File: src/rtl/fifo_rd_pkg.sv
// fifo_rd_pkg: shared FSM state type and offset-binary to two's-complement conversion
// for the FIFO frame reader.
package fifo_rd_pkg;
  typedef enum logic {IDLE, STREAM} state_t;
  // Flip the MSB of the low `bits` bits, then sign-extend from that bit.
  // Wide fixed width so callers can truncate to any data width.
  function automatic logic [63:0] offset_to_signed(input logic [63:0] code, input int bits);
    logic [63:0] mask;
    logic [63:0] v;
    mask = (64'd1 << bits) - 64'd1;
    v = (code ^ (64'd1 << (bits - 1))) & mask;
    return v[bits-1] ? (v | ~mask) : v;
  endfunction
endpackage

File: src/rtl/fifo_frame_reader_if.sv
// fifo_frame_reader_if: FIFO read port plus valid/ready stream towards the FFT.
//   master: the reader (drives fifo_rd_en, m_data, m_valid, m_last)
//   slave : FIFO + FFT side (drives fifo_rd_data, fifo_empty, fifo_level, m_ready)
interface fifo_frame_reader_if #(
  parameter int DATA_WIDTH = 16,
  parameter int LEVEL_W    = 14
);
  logic                  fifo_rd_en;
  logic [DATA_WIDTH-1:0] fifo_rd_data;
  logic                  fifo_empty;
  logic [LEVEL_W-1:0]    fifo_level;
  logic [DATA_WIDTH-1:0] m_data;
  logic                  m_valid;
  logic                  m_ready;
  logic                  m_last;
  modport master (
    output fifo_rd_en, m_data, m_valid, m_last,
    input  fifo_rd_data, fifo_empty, fifo_level, m_ready
  );
  modport slave (
    input  fifo_rd_en, m_data, m_valid, m_last,
    output fifo_rd_data, fifo_empty, fifo_level, m_ready
  );
endinterface

File: src/rtl/fifo_rd_skid.sv
// fifo_rd_skid: 2-entry in-order valid/ready buffer.
//   rd_clk/rd_rst_n : clock, sync active-low reset
//   wr/din          : unconditional write (caller guarantees space)
//   ready           : downstream accepts head when valid
//   dout/valid      : head entry
//   occ             : entries held (0..2)
module fifo_rd_skid #(
  parameter int W = 17
) (
  input  logic         rd_clk,
  input  logic         rd_rst_n,
  input  logic         wr,
  input  logic [W-1:0] din,
  input  logic         ready,
  output logic [W-1:0] dout,
  output logic         valid,
  output logic [1:0]   occ
);
  logic [W-1:0] d1;
  logic         pop;
  logic [1:0]   base;
  assign valid = occ != 2'd0;
  assign pop   = valid && ready;
  // slot the incoming word lands in after this cycle's pop shifts the queue
  assign base  = occ - 2'(pop);
  always_ff @(posedge rd_clk) begin
    if (!rd_rst_n) begin
      occ  <= 2'd0;
      dout <= '0;
      d1   <= '0;
    end else begin
      occ <= base + 2'(wr);
      if (wr && base == 2'd0) dout <= din;
      else if (pop) dout <= d1;
      if (wr && base == 2'd1) d1 <= din;
    end
  end
endmodule

File: src/rtl/fifo_frame_reader.sv
// fifo_frame_reader: drains one FRAME_LEN frame at a time from the async FIFO into the FFT.
//   rd_clk/rd_rst_n : FFT-domain clock, sync active-low reset
//   start_en        : frames may start while high
//   bus (master)    : FIFO read port and valid/ready/last stream
//   frame_done      : pulse on acceptance of the last beat
//   underrun        : sticky, FIFO ran empty while words were still owed
module fifo_frame_reader import fifo_rd_pkg::*; #(
  parameter int DATA_WIDTH  = 16,
  parameter int ADC_BITS    = 10,
  parameter int LEVEL_W     = 14,
  parameter int FRAME_LEN   = 1024,
  parameter int SIGNED_CONV = 1
) (
  input  logic                 rd_clk,
  input  logic                 rd_rst_n,
  input  logic                 start_en,
  fifo_frame_reader_if.master  bus,
  output logic                 frame_done,
  output logic                 underrun
);
  localparam int CW = $clog2(FRAME_LEN + 1);
  localparam logic [CW-1:0] LEN  = CW'(FRAME_LEN);
  localparam logic [CW-1:0] LAST = CW'(FRAME_LEN - 1);
  state_t                state;
  logic                  level_ok, inflight, last_pend, pop, rd_en, end_beat, head_valid;
  logic [CW-1:0]         issued, accepted;
  logic [1:0]            occ;
  logic [DATA_WIDTH:0]   head;
  logic [DATA_WIDTH-1:0] conv;
  assign pop = bus.m_valid && bus.m_ready;
  // Space is judged after this cycle's pop so a word can be issued every cycle
  // while the head drains; the skid never needs more than two slots.
  assign rd_en = state == STREAM && !bus.fifo_empty && issued < LEN &&
                 (occ - 2'(pop) + 2'(inflight)) < 2'd2;
  assign end_beat       = pop && accepted == LAST;
  assign frame_done     = end_beat;
  assign bus.fifo_rd_en = rd_en;
  assign bus.m_valid    = head_valid;
  assign bus.m_data     = head[DATA_WIDTH-1:0];
  assign bus.m_last     = head_valid && head[DATA_WIDTH];
  assign conv = SIGNED_CONV != 0 ? DATA_WIDTH'(offset_to_signed(64'(bus.fifo_rd_data), ADC_BITS))
                                 : bus.fifo_rd_data;
  // read data returns one cycle after rd_en; inflight marks it and last_pend tags the final word
  fifo_rd_skid #(.W(DATA_WIDTH + 1)) u_skid (
    .rd_clk   (rd_clk),
    .rd_rst_n (rd_rst_n),
    .wr       (inflight),
    .din      ({last_pend, conv}),
    .ready    (bus.m_ready),
    .dout     (head),
    .valid    (head_valid),
    .occ      (occ)
  );
  always_ff @(posedge rd_clk) begin
    if (!rd_rst_n) begin
      state     <= IDLE;
      level_ok  <= 1'b0;
      inflight  <= 1'b0;
      last_pend <= 1'b0;
      issued    <= '0;
      accepted  <= '0;
      underrun  <= 1'b0;
    end else begin
      level_ok  <= state == IDLE && start_en && bus.fifo_level >= LEVEL_W'(FRAME_LEN);
      inflight  <= rd_en;
      last_pend <= rd_en && issued == LAST;
      if (state == IDLE) begin
        if (level_ok) state <= STREAM;
      end else begin
        issued   <= end_beat ? '0 : issued + CW'(rd_en);
        accepted <= end_beat ? '0 : accepted + CW'(pop);
        if (bus.fifo_empty && issued < LEN) underrun <= 1'b1;
        if (end_beat) state <= IDLE;
      end
    end
  end
endmodule

File: src/flat_wrapper.sv
// flat-port wrapper written by rule: the top's interface ports become plain ports
module fifo_frame_reader_flat import fifo_rd_pkg::*;
#(
  parameter int DATA_WIDTH  = 16,
  parameter int ADC_BITS    = 10,
  parameter int LEVEL_W     = 14,
  parameter int FRAME_LEN   = 1024,
  parameter int SIGNED_CONV = 1
)
  (rd_clk, rd_rst_n, start_en, frame_done, underrun, bus_fifo_rd_en, bus_m_data, bus_m_valid, bus_m_last, bus_fifo_rd_data, bus_fifo_empty, bus_fifo_level, bus_m_ready);
  fifo_frame_reader_if #(.DATA_WIDTH(DATA_WIDTH), .LEVEL_W(LEVEL_W)) bus_i ();
  input  logic rd_clk;
  input  logic rd_rst_n;
  input  logic start_en;
  output logic frame_done;
  output logic underrun;
  output wire logic [$bits(bus_i.fifo_rd_en)-1:0] bus_fifo_rd_en;
  output wire logic [$bits(bus_i.m_data)-1:0] bus_m_data;
  output wire logic [$bits(bus_i.m_valid)-1:0] bus_m_valid;
  output wire logic [$bits(bus_i.m_last)-1:0] bus_m_last;
  input wire logic [$bits(bus_i.fifo_rd_data)-1:0] bus_fifo_rd_data;
  input wire logic [$bits(bus_i.fifo_empty)-1:0] bus_fifo_empty;
  input wire logic [$bits(bus_i.fifo_level)-1:0] bus_fifo_level;
  input wire logic [$bits(bus_i.m_ready)-1:0] bus_m_ready;
  assign bus_fifo_rd_en = bus_i.fifo_rd_en;
  assign bus_m_data = bus_i.m_data;
  assign bus_m_valid = bus_i.m_valid;
  assign bus_m_last = bus_i.m_last;
  assign bus_i.fifo_rd_data = bus_fifo_rd_data;
  assign bus_i.fifo_empty = bus_fifo_empty;
  assign bus_i.fifo_level = bus_fifo_level;
  assign bus_i.m_ready = bus_m_ready;
  fifo_frame_reader #(.DATA_WIDTH(DATA_WIDTH), .ADC_BITS(ADC_BITS), .LEVEL_W(LEVEL_W), .FRAME_LEN(FRAME_LEN), .SIGNED_CONV(SIGNED_CONV)) u_core (.rd_clk(rd_clk), .rd_rst_n(rd_rst_n), .start_en(start_en), .bus(bus_i), .frame_done(frame_done), .underrun(underrun));
endmodule
File: config.mk
export PLATFORM = sky130hd
export DESIGN_NAME = fifo_frame_reader_flat
export DESIGN_NICKNAME = d
export VERILOG_FILES = /design/src/rtl/fifo_rd_pkg.sv /design/src/rtl/fifo_frame_reader_if.sv /design/src/rtl/fifo_rd_skid.sv /design/src/rtl/fifo_frame_reader.sv /design/src/flat_wrapper.sv
export SDC_FILE = /design/constraint.sdc
export NUM_CORES = 1
export LEC_CHECK = 0
export ABC_AREA = 1
export CORE_UTILIZATION = 53
export DETAILED_ROUTE_END_ITERATION = 8
export PLACE_DENSITY = 0.78
export REMOVE_ABC_BUFFERS = 1
export SYNTH_ARGS = -nofsm -noshare
export SYNTH_HDL_FRONTEND = slang
export SYNTH_HIERARCHICAL = 1
export SYNTH_SLANG_ARGS = --single-unit
File: constraint.sdc
create_clock -name rd_clk -period 2.8 [get_ports rd_clk]
set_clock_uncertainty 0.1 [all_clocks]
set_input_delay 0.56 -clock rd_clk [delete_from_list [all_inputs] [get_ports rd_clk]]
set_output_delay 0.56 -clock rd_clk [all_outputs]
set_load 0.01 [all_outputs]
==> Yosys cells after proc, flatten, opt, wreduce, memory -nomap -nowiden <==
Index checks and enable logic that the tools add are counted.
{ "totals": {"out_inout_bits": 21, "wordCells": 47, "reg_bits": 63} }
{ "classes": {"order_cmp": 3, "muxes": 8, "reduce_logical": 17, "n_bitwise": 2, "n_eq_ne": 3, "add_sub_neg": 4} }
{ "op_table": {"columns": ["operator", "count"], "rows": [
  ["17-bit 2-to-1 mux", 2],
  ["11-bit by 1-bit adder with 11-bit output", 2],
  ["11-bit by 10-bit == test with 1-bit output, second input constant", 2],
  ["11-bit 2-to-1 mux", 2],
  ["16-bit 2-to-1 mux", 1],
  ["14-bit by 11-bit greater-or-equal comparator with 1-bit output, second input constant", 1],
  ["1-bit logical AND", 12],
  ["11-bit < comparator, second input constant", 1],
  ["2-bit nonzero test", 2],
  ["1-bit 2-to-1 mux", 3],
  ["2-bit by 1-bit adder with 2-bit output", 1],
  ["2-bit by 1-bit == test with 1-bit output, second input constant", 1],
  ["2-bit logical NOT", 1],
  ["2-bit < comparator, second input constant", 1],
  ["1-bit NOT", 2],
  ["2-bit AND reduction", 1],
  ["2-bit by 1-bit subtractor with 2-bit output", 1],
  ["1-bit logical NOT", 1]
]} }

==> Depth between registers and ports, before layout <==
{ "logic_depth": {"word_depth": 8, "mapped_depth": 17, "ltp_nobuf": 17} }

==> Cells and area by module <==
Netlist, hierarchy kept.
{ "by_module_without_submodules": {"columns": ["module", "n_inst", "area_each_um2", "cells_per_inst"], "rows": [
  ["fifo_rd_skid", 1, 1881.8, 249],
  ["fifo_frame_reader", 1, 1345.0, 178]
]} }

==> Least setup slack after synthesis <==
Ideal clock, no wire load.
{ "synth_timing": {"kind": "reg2reg", "from": "register u_core.u_skid.occ[1]", "to": "register u_core.issued[8]", "setup_ns": 0.116, "path_stages_with_launch": 15, "required_time_ns": 2.584, "arrival_ns": 2.007, "period_less_slack_ns": 2.222, "path_buffers": 0, "path_slack_ns": 0.578, "path_cell_list": "dfxtp_1 inv_2 nand2_4 nand2_1 inv_1 o21ai_0 nand3b_1 nand3_1 inv_1 ha_1 ha_1 nor3b_2 nand2_1 xor2_1 nor2_1"} }
{ "synth_between": {"elab_chain_cells": 8, "elab_cells_between_ends": 9, "classes_between": "add/sub: 3; order compare: 1; mux: 1; reduce/logical: 4"} }
{ "synth_rtl": {"columns": ["item", "line", "text"], "rows": [
  ["from (decl)", "fifo_rd_skid.sv:17", "output logic [1:0] occ"],
  ["from (signal assigned)", "fifo_rd_skid.sv:32", "occ <= base + 2'(wr);"],
  ["2-bit nonzero test", "fifo_rd_skid.sv:22", "assign valid = occ != 2'd0;"],
  ["net bus_m_valid", "flat_wrapper.sv:19", "output wire logic [$bits(bus_i.m_valid)-1:0] bus_m_valid;"],
  ["1-bit logical AND", "fifo_frame_reader.sv:30", "assign pop = bus.m_valid && bus.m_ready;"],
  ["2-bit by 1-bit subtractor with 2-bit output", "fifo_frame_reader.sv:34", "(occ - 2'(pop) + 2'(inflight)) < 2'd2;"],
  ["2-bit by 1-bit adder with 2-bit output", "fifo_frame_reader.sv:34", null],
  ["2-bit < comparator", "fifo_frame_reader.sv:34", null],
  ["1-bit logical AND", "fifo_frame_reader.sv:33", "assign rd_en = state == STREAM && !bus.fifo_empty && issued < LEN &&"],
  ["net bus_fifo_rd_en", "flat_wrapper.sv:17", "output wire logic [$bits(bus_i.fifo_rd_en)-1:0] bus_fifo_rd_en;"],
  ["11-bit by 1-bit adder with 11-bit output", "fifo_frame_reader.sv:70", "issued <= end_beat ? '0 : issued + CW'(rd_en);"],
  ["11-bit 2-to-1 mux", "fifo_frame_reader.sv:70", null],
  ["to (signal assigned)", "fifo_frame_reader.sv:70", null],
  ["to (decl)", "fifo_frame_reader.sv:26", "logic [CW-1:0] issued, accepted;"]
]} }
The timed path passes the listed nets, and every way through them passes these cells.
A chain may end at the register's enable or synchronous reset.

==> Worst setup path in the final report <==
{ "layout_timing": {"from": "input bus_m_ready", "to": "output frame_done"} }
{ "layout_between": {"elab_chain_cells": 2} }
{ "layout_rtl": {"columns": ["item", "line", "text"], "rows": [
  ["from (decl)", "flat_wrapper.sv:24", "input wire logic [$bits(bus_i.m_ready)-1:0] bus_m_ready;"],
  ["1-bit logical AND", "fifo_frame_reader.sv:30", null],
  ["1-bit logical AND", "fifo_frame_reader.sv:35", "assign end_beat = pop && accepted == LAST;"],
  ["to (decl)", "flat_wrapper.sv:15", "output logic frame_done;"]
]} }
No other way between the ends.

==> flow_metrics.tcl <==
set metrics [dict create \
    ys_warn_count 6 \
    drc 0 \
    die_area_sq_um 6400 \
    endpoint_kind "output pin" \
    setup-violations-final 0 \
    post_cts.repair.setup_buffers 0 \
    syn_inst 427 \
    drt_first_pass_iters 6 \
    reg2reg_to "u_core/issued[5]" \
    synth_fa_ha_area_share_pct 2.71 \
    antenna_found_initial 0 \
    fmax_mhz 366 \
    holdCritStartpoint "u_core/issued[9]" \
    wl_met2_um 3290 \
    clk_pin_slew_ns 0.06 \
    cts_root_buf "clkbuf_8" \
    row_count 28 \
    powerDensity_nw_per_um2 713 \
    overflow 0 \
    hold_ws_ns 0.366 \
    rrSetupSlack_ns 0.44 \
    routed-wl-met3_um 386 \
    mostFrequentLayoutCells "nand2_1 (110), dfxtp_1 (63), nor2_1 (50)" \
    synth-compound-area-share_pct 7.83 \
    min_period_ns 2.73 \
    rsz0062_at_grt "false" \
    start_kind "primary input" \
    min-delay-path-class "flip-flop to flip-flop" \
    die_h_um 80.0 \
    drive_above_1_share_pct 12.4 \
    syn2layout_area_growth_pct 20.7 \
    core_sq_um 5890 \
    arrival_ns 2.07 \
    synth_top_family_by_area "simple AND/OR/NAND/NOR gates" \
    worst_pin_slew_ns 0.509 \
    cp.required_ns 2.14 \
    clock-sinks 63 \
    start_util_pct 54.8 \
    wirelength_um 7000 \
    grt_pass1_wl_um 11800 \
    status "finished, final reports clean" \
    pin_count 56 \
    drt-met1-wl_um 3180 \
    swShare_pct 36.0 \
    final_common_cell "nand2_1" \
    routed.top_layer "met4" \
    cts_max_path_buffers 2 \
    slew_violations 0 \
    ys_types 34 \
    final_util_pct 66.2 \
    ys_ff_latch 63 \
    leakage_nw 1.58 \
    drt-vias-per-instance 5.28 \
    p_int_w 0.00178 \
    seqPwrFrac_pct 35.4 \
    synth_simple_gate_area_share_pct 37.1 \
    synth_xor_area_share_pct 4.58 \
    cp_max_fo 2 \
    rr_startpoint "u_core/u_skid/occ[1]" \
    cap_viol_max_count 0 \
    min_to "u_core/issued[9]" \
    numCtsBuffers 9 \
    routedWlPerCell_um 12.7 \
    port_buffers 39 \
    ff2ff_path_depth 14 \
    hold_viol_final 0 \
    clk_latency_ns 0.34 \
    track_usage_pct 23.9 \
    timing.final.crit_share_pct 97.6 \
    fillers 510 \
    switching_power_w 0.000999 \
    synth.area.mux_share_pct 0 \
    drtIter0Drc 142 \
    diodes 0 \
    nets 513 \
    ant_nets 0 \
    grt_pass1_vias 2673 \
    htree_num_levels 3 \
    die_w_um 80.0 \
    post-place-ws_ns -0.0867 \
    slew_headroom_pct 65.9 \
    worst-setup-path-type "primary input to output pin" \
    grt_start_max_net_pins 37 \
    dp_hpwl_um 4520 \
    ys_seq_area_share_pct 39.1 \
    pwr-share-clk_pct 29.6 \
    gp_congestion 0.872 \
    layout_setup_ws_ns 0.0679 \
    tritoncts "yes" \
    power_frac_comb_pct 35.1 \
    whs_path_depth 2 \
    via_count 2912 \
    avgSynthCellArea_sq_um 7.56 \
    ir_worst_vdd_mv 0.500 \
    syn_area_sq_um 3230 \
]
## layout make-up
type	count	area (sq um)	share of cell area (%)
Timing Repair Buffer	54	527	13.5
Tap cell	75	93.8	2.41
Sequential cell	63	1260	32.4
Multi-Input combinational cell	311	1690	43.3
Clock buffer	13	169	4.34
Clock inverter	3	40.0	1.03
Inverter	32	120	3.08
## layer usage
layer | vias to the layer above | global-route usage, %
li1 | 1479 | -
met1 | 1326 | 30.4
met2 | 90 | 38.8
met3 | 17 | 4.69
met4 | 0 | 10.7
met5 | - | 0
## registers in the layout, summed over array words and instances (netlist names)
register	count
u_core/u_skid/dout	17
u_core/underrun	1
u_core/u_skid/d1	17
u_core/u_skid/occ	2
u_core/level_ok	1
u_core/accepted	11
u_core/issued	11
u_core/inflight	1
u_core/state	1
u_core/last_pend	1
## power groups by stage
stage               clock network, W  registers (W)  logic (W)
finish                      0.000821       0.000982   0.000974
global route                0.000871       0.000987    0.00106
CTS                         0.000836       0.000982   0.000959
detailed placement                 0        0.00100   0.000958
global placement                   0       0.000999   0.000947
floorplan                          0        0.00101   0.000554
## cells by family after synthesis
family                   Yosys count
AND/OR/NAND/NOR                  245
flip-flops                        63
buffers and inverters             53
AO/OA/AOI/OAI                     43
XOR/XNOR                          16
adder cells (fa/ha/maj)            7
## worst max path at each step
| stage | startpoint | to | cells after the start |
|---|---|---|---|
| CTS | bus_m_ready | frame_done | 7 |
| global placement | bus_m_ready | u_core/u_skid/dout[8] | 9 |
| detailed placement | bus_m_ready | u_core/u_skid/dout[10] | 9 |
| floorplan | u_core/u_skid/occ[1] | u_core/u_skid/dout[10] | 9 |
| global route | bus_m_ready | frame_done | 7 |
| finish | bus_m_ready | frame_done | 7 |
## metrics by stage
stage / TNS (ns) / std cells / total power, W / cell area [sq um]
floorplan: 0 / 406 / 0.00157 / 3070
global placement: -0.467 / 535 / 0.00195 / 3690
detailed placement: -0.846 / 535 / 0.00196 / 3690
CTS: 0 / 551 / 0.00278 / 3900
global route: 0 / 551 / 0.00292 / 3900
finish: 0 / 551 / 0.00278 / 3900
## cells in the mapped netlist
cell      count  area [sq um]
nor3_1        3          15.0
o21ai_0       5          25.0
nor2_4        3          33.8
xor2_1       11          96.3
nand2_1     110           413
ha_1          7          87.6
buf_2         8          40.0
buf_4         4          30.0
nand4_1      19           119
xnor2_1       4          35.0
nor2_8        1          20.0
buf_6         6          67.6
or2_2         1          6.26
clkinv_1      1          3.75
nor2_2        1          6.26
nand2_4       1          11.3
inv_1        27           101
nor3_2        2          20.0
dfxtp_1      63          1260
nand3b_1     17           128
nor4_1        1          6.26
a21oi_1      28           140
nand2_8       2          40.0
nand3_4       1          17.5
nand2_2       1          6.26
a21oi_2      10          87.6
clkbuf_1      1          3.75
nand3_1      31           155
buf_1         1          3.75
buf_8         1          15.0
nor3b_2       1          12.5
xnor2_2       1          16.3
nor2_1       50           188
inv_2         4          15.0
## critical path: stages
cell	delay, ns
clkdlybuf4s50_1	0.51
nand2_1	0.08
inv_1	0.08
buf_4	0.11
nand2_1	0.08
nor2_4	0.11
clkdlybuf4s50_1	0.54
## timing repair
action / in CTS / in global routing
setup endpoints to repair: 1 / 0
hold buffers: 0 / 0
resized for setup: 1 / 0
Note: power is estimated with default switching activity, not from simulation.
